--- src/rtl/rf_scoreboard_if.sv ---
`default_nettype none
// ============================================================================
//  Module      : rf_scoreboard_if
//  Description : Bus bundle for the register file with scoreboard: register
//                selects, write/reserve controls, read data and busy flags.
//  Revision    : 1.0 - initial release
// ============================================================================
interface rf_scoreboard_if #(
    parameter int WIDTH = 16,
    parameter int SELW  = 3
);
    logic [SELW-1:0]  read1regsel;
    logic [SELW-1:0]  read2regsel;
    logic [SELW-1:0]  writeregsel;
    logic [WIDTH-1:0] writedata;
    logic             write;
    logic             reserve;
    logic [SELW-1:0]  reserveregsel;
    logic [WIDTH-1:0] read1data;
    logic [WIDTH-1:0] read2data;
    logic             read1busy;
    logic             read2busy;
    logic             err;

    modport master (
        output read1regsel, read2regsel, writeregsel, writedata, write,
               reserve, reserveregsel,
        input  read1data, read2data, read1busy, read2busy, err
    );

    modport slave (
        input  read1regsel, read2regsel, writeregsel, writedata, write,
               reserve, reserveregsel,
        output read1data, read2data, read1busy, read2busy, err
    );
endinterface
`default_nettype wire

--- src/rtl/rf_scoreboard.sv ---
`default_nettype none
// ============================================================================
//  Module      : rf_scoreboard
//  Description : NREG x WIDTH register file with two combinational read ports,
//                one write port and a per-register busy (pending producer)
//                scoreboard. Out-of-range selects raise err and are ignored.
//                Optional macro RF_BYPASS_EN forwards the current write to the
//                read ports in the same cycle.
//  Revision    : 1.0 - initial release
// ============================================================================
module rf_scoreboard #(
    parameter int WIDTH = 16,
    parameter int NREG  = 8,
    parameter int SELW  = 3
) (
    input  wire              clk,
    input  wire              rst,
    rf_scoreboard_if.slave   bus
);
    // One extra bit so NREG itself is representable even when NREG == 2^SELW
    localparam logic [SELW:0] c_NREG = (SELW+1)'(NREG);

    logic [WIDTH-1:0] r_mem [NREG];
    logic [NREG-1:0]  r_busy;

    logic w_wr_ok;
    logic w_rsv_ok;
    logic w_rd1_ok;
    logic w_rd2_ok;

    assign w_wr_ok  = ({1'b0, bus.writeregsel}   < c_NREG);
    assign w_rsv_ok = ({1'b0, bus.reserveregsel} < c_NREG);
    assign w_rd1_ok = ({1'b0, bus.read1regsel}   < c_NREG);
    assign w_rd2_ok = ({1'b0, bus.read2regsel}   < c_NREG);

    assign bus.err = (bus.write & ~w_wr_ok) | (bus.reserve & ~w_rsv_ok)
                   | ~w_rd1_ok | ~w_rd2_ok;

    // Storage and scoreboard update; a reserve is applied after the write so it wins
    always_ff @(posedge clk) begin
        if (rst) begin
            for (int i = 0; i < NREG; i++) begin
                r_mem[i] <= '0;
            end
            r_busy <= '0;
        end else begin
            for (int i = 0; i < NREG; i++) begin
                if (bus.write && w_wr_ok && bus.writeregsel == SELW'(i)) begin
                    r_mem[i]  <= bus.writedata;
                    r_busy[i] <= 1'b0;
                end
                if (bus.reserve && w_rsv_ok && bus.reserveregsel == SELW'(i)) begin
                    r_busy[i] <= 1'b1;
                end
            end
        end
    end

    // Combinational read ports; outputs are held at zero while reset is asserted
    always_comb begin
        bus.read1data = '0;
        bus.read1busy = 1'b0;
        bus.read2data = '0;
        bus.read2busy = 1'b0;
        if (!rst) begin
            for (int i = 0; i < NREG; i++) begin
                if (bus.read1regsel == SELW'(i)) begin
                    bus.read1data = r_mem[i];
                    bus.read1busy = r_busy[i];
                end
                if (bus.read2regsel == SELW'(i)) begin
                    bus.read2data = r_mem[i];
                    bus.read2busy = r_busy[i];
                end
            end
`ifdef RF_BYPASS_EN
            if (bus.write && w_wr_ok && w_rd1_ok && bus.read1regsel == bus.writeregsel) begin
                bus.read1data = bus.writedata;
                bus.read1busy = bus.reserve && w_rsv_ok && (bus.reserveregsel == bus.writeregsel);
            end
            if (bus.write && w_wr_ok && w_rd2_ok && bus.read2regsel == bus.writeregsel) begin
                bus.read2data = bus.writedata;
                bus.read2busy = bus.reserve && w_rsv_ok && (bus.reserveregsel == bus.writeregsel);
            end
`endif
        end
    end
endmodule
`default_nettype wire

--- src/flat_wrapper.sv ---
// flat-port wrapper written by rule: the top's interface ports become plain ports
module rf_scoreboard_flat 
#(
    parameter int WIDTH = 16,
    parameter int NREG  = 8,
    parameter int SELW  = 3
)
  (clk, rst, bus_read1regsel, bus_read2regsel, bus_writeregsel, bus_writedata, bus_write, bus_reserve, bus_reserveregsel, bus_read1data, bus_read2data, bus_read1busy, bus_read2busy, bus_err);
  rf_scoreboard_if #(.WIDTH(WIDTH), .SELW(SELW)) bus_i ();
  input  wire clk;
  input  wire rst;
  input wire logic [$bits(bus_i.read1regsel)-1:0] bus_read1regsel;
  input wire logic [$bits(bus_i.read2regsel)-1:0] bus_read2regsel;
  input wire logic [$bits(bus_i.writeregsel)-1:0] bus_writeregsel;
  input wire logic [$bits(bus_i.writedata)-1:0] bus_writedata;
  input wire logic [$bits(bus_i.write)-1:0] bus_write;
  input wire logic [$bits(bus_i.reserve)-1:0] bus_reserve;
  input wire logic [$bits(bus_i.reserveregsel)-1:0] bus_reserveregsel;
  output wire logic [$bits(bus_i.read1data)-1:0] bus_read1data;
  output wire logic [$bits(bus_i.read2data)-1:0] bus_read2data;
  output wire logic [$bits(bus_i.read1busy)-1:0] bus_read1busy;
  output wire logic [$bits(bus_i.read2busy)-1:0] bus_read2busy;
  output wire logic [$bits(bus_i.err)-1:0] bus_err;
  assign bus_i.read1regsel = bus_read1regsel;
  assign bus_i.read2regsel = bus_read2regsel;
  assign bus_i.writeregsel = bus_writeregsel;
  assign bus_i.writedata = bus_writedata;
  assign bus_i.write = bus_write;
  assign bus_i.reserve = bus_reserve;
  assign bus_i.reserveregsel = bus_reserveregsel;
  assign bus_read1data = bus_i.read1data;
  assign bus_read2data = bus_i.read2data;
  assign bus_read1busy = bus_i.read1busy;
  assign bus_read2busy = bus_i.read2busy;
  assign bus_err = bus_i.err;
  rf_scoreboard #(.WIDTH(WIDTH), .NREG(NREG), .SELW(SELW)) u_core (.clk(clk), .rst(rst), .bus(bus_i));
endmodule
--- config.mk ---
export PLATFORM = sky130hd
export DESIGN_NAME = rf_scoreboard_flat
export DESIGN_NICKNAME = d
export VERILOG_FILES = /design/src/rtl/rf_scoreboard_if.sv /design/src/rtl/rf_scoreboard.sv /design/src/flat_wrapper.sv
export SDC_FILE = /design/constraint.sdc
export NUM_CORES = 1
export LEC_CHECK = 0
export BUFFER_PORTS_ARGS = -buffer_cell sky130_fd_sc_hd__buf_2
export CELL_PAD_IN_SITES_DETAIL_PLACEMENT = 1
export CELL_PAD_IN_SITES_GLOBAL_PLACEMENT = 1
export CORE_MARGIN = 10
export CORE_UTILIZATION = 25
export DETAILED_ROUTE_END_ITERATION = 8
export HOLD_SLACK_MARGIN = 0.15
export PLACE_DENSITY = 0.59
export SETUP_SLACK_MARGIN = 0.5
export SLEW_MARGIN = 0
export SYNTH_ARGS = -nofsm -noshare
export SYNTH_HDL_FRONTEND = slang
export SYNTH_SLANG_ARGS = --single-unit
--- constraint.sdc ---
create_clock -name clk -period 4.3 [get_ports clk]
set_clock_uncertainty 0.15 [all_clocks]
set_input_delay 0.86 -clock clk [delete_from_list [all_inputs] [get_ports clk]]
set_output_delay 0.86 -clock clk [all_outputs]
set_load 0.1 [all_outputs]
==> impl_results.md <==
* Status: finished clean
* DR vias at between 5000 and 6000
* Peak VDD IR at 0.267 mV
* Finish-stage setup viols at 0
* Fillers at 3359
* Worst EP required at approximately 3.3 ns
* Syn_nets at 729
* Final hold violations at 0
* Gp weighted congestion at 0.790
* Fmax at 0.268 GHz
* Share of the synthesized area in the top cell type at approximately half
* Vias in the first global route at between 6000 and 7000
* Die Height at 195 µm
* Number of library cell types mapped by synthesis at 46
* P&R area growth vs syn at 28.5%
* First-pass DRT Iterations at 5
* Max Cap Viol at 0
* CTS tree: done
* Max FO, Critical Path at 15
* Largest net degree at the start of global routing at 33
* Total gr overflow at 0
* DRC Markers at 0
* Vias/cell at about 5.1
* Sequential element share of the synthesized area at between 50% and 60%
* # IOs at 67
* Reg clk slew, reported paths at ~0.07 ns
* Hold crit path type: reg -> reg
* Worst skew pair latency at 0.43 ns
* Arrival @ worst endpoint at 2.72 ns
* Hpwl dp at 18500 µm
* Postcts setup bufs at 0
* Final Hold Slack at 0.346 ns
* Internal power at 2.65 mW
* Worst setup margin at 0.571 ns
* PD cells at roughly 400 mW/mm²
* Worst Setup End Kind: output pin
* Layout cells sized above 1 at 22.8%
* GRT Util Overall at 13.9%
* Syn avg cell area at 11.0 µm²
* Bufs on Longest Clock Path at 2
* Clock share of power at between 30% and 40%
* Tcrit/Tclk final at 86.7%
* Comb power frac at a little over a fifth
* Sw power at 1.27 mW
* YS warnings at 0
* Core Region at 0.0304 mm²
* Number of flops mapped to enable cells by yosys at 128
* Primary FF master, synth: edfxtp_1
* Pre-CTS setup slack at 0.469 ns
* Share of async-settable or async-resettable flops after synthesis at 0%
* Slew HR at 20.5%
* H-tree levels at 4
* First-pass GRT wire length at 40600 µm
* Initial core utilization at 25.2%
* Commonest cells in the netlist: nor2_1 (135), edfxtp_1 (128), mux2i_1 (60)
* Drt initial violations at 349
* Synth area leader: edfxtp_1
* RSZ-0062 raised after global routing: false
* Wire length per cell at ~23 µm
* Sw Share at between 30% and 40%
* Post-Syn Area at 0.00766 mm²
* Synth top area cells: edfxtp_1 (50%), mux2i_1 (7.8%), nor2_1 (6.6%), a2111oi_2 (5.7%), o22ai_1 (4.8%)
* Leakage at 3.51 nW
* Sequential share of power at 41.0%
* I/O Buffers at 65
* Cell Rows at 64
* Final ANT Viol Nets at 0
* Startpoint Class: input pin
* Total Wirelength at 27000 µm
* ANT cells at 0
* Critical path type: in -> out
* Nets@finish at roughly 790
* Clock Sink Count at 136
* R2R Path Start: u_core.r_busy[5]$_SDFFE_PP0P_
* HP Start: u_core.r_busy[7]$_SDFFE_PP0P_
* Crit path from: bus_read1regsel[1]
* Top-count cell post-synth: nor2_1
* Fin crit period at around 3.7 ns
* #FFs+latches synth at about 140
* Die ar. at 0.0380 mm²
* Cts bufs inserted at 17
* Cell count after synthesis at about 700
* Max Slew Vio Count at 0
* Die W at slightly below 200 µm
* Least-Margin Pin Slew at 1.19 ns
* Root Buffer: clkbuf_16
* CTS Hold Buffers Added at 0
* Initial antenna violation count at 0
worst max-delay path: stages:
cell	delay (ns)
buf_2	0.30
or2_1	0.63
o22ai_1	0.27
a21oi_1	0.37
a2111oi_4	0.08
buf_12	0.20
layout make-up:
cell class / count / area, µm² / share of cell area [%]
flip-flops and latches: 136 / 4000 / 40.7
multi-input cells: 477 / 3590 / 36.5
repair buffers: 97 / 1060 / 10.8
well taps: 396 / 495 / 5.03
clock buffers: 17 / 425 / 4.32
clock inverters: 15 / 163 / 1.65
inverters: 27 / 101 / 1.03
sequential cells by signal, indices dropped and copies added, names as in the netlist:
name,count
u_core.r_mem,128
u_core.r_busy,8
power by group through the flow:
stage,logic (mW),clock network [mW],registers [mW]
CTS,0.851,1.48,1.61
floorplan,0.573,0,1.61
global route,0.892,1.54,1.62
detailed placement,0.850,0,1.63
finish,0.850,1.47,1.61
global placement,0.846,0,1.63
kinds of logic after synthesis:
family / after synthesis / synth area share [%]
other: 1 / 0.0490
AND/OR/NAND/NOR: 228 / 14.0
flip-flops: 136 / 52.3
AO/OA/AOI/OAI: 184 / 19.3
multiplexers: 64 / 8.58
buffers and inverters: 84 / 5.78
per-stage QoR:
stage          setup TNS (ns)  util [%]  cell area (µm²)  total power [mW]  instances
4_1_cts                     0      32.2             9810              3.94       1165
3_5_place_dp                0      30.3             9220              2.48       1133
6_report                    0      32.3             9840              3.92       1165
5_1_grt                     0      32.3             9840              4.06       1165
3_3_place_gp                0      30.3             9220              2.48       1133
2_1_floorplan          -0.490         -             8000              2.18        697
metal layers:
metal  GRT usage, %  part of all wire, %  vias up  wire length, µm
li1               -                    -     2718                -
met1           18.4                   46     3034            12500
met2           22.3                   47      164            12700
met3           2.72                  4.6       29             1230
met4           4.19                  1.9        0              522
met5              0                    0        -                0
layout by cell type (no fill, tap or decap), drive strengths merged, types with 2 or more instances in the layout:
master    instances
nand2b           33
o32ai             3
dfxtp             8
edfxtp          128
o221ai            2
inv              34
mux2              3
nand3             8
nor2b            31
clkinvlp          3
nor2            135
or2               2
mux2i            60
buf              96
nand3b            2
nand2            10
a2111oi          29
o21ai             9
a21oi            38
a211o            30
clkinv            4
a211oi            3
o22ai            60
or3               2
clkbuf           18
o21a              2
repair_timing:
action                     4_1_cts  5_1_grt
pin swaps                        0        0
setup endpoints to repair        3       29
resized for setup                1        6
path summary, 6_finish.rpt:
path	to	slack (ns)	cells past startpoint
worst min-delay path	u_core.r_busy[7]$_SDFFE_PP0P_	0.35	2
worst max register to register	u_core.r_busy[5]$_SDFFE_PP0P_	3.48	2
worst min register to register	u_core.r_busy[7]$_SDFFE_PP0P_	0.35	2
worst max-delay path	bus_read1data[4]	0.57	6
Power figures use the tool's default switching activity.
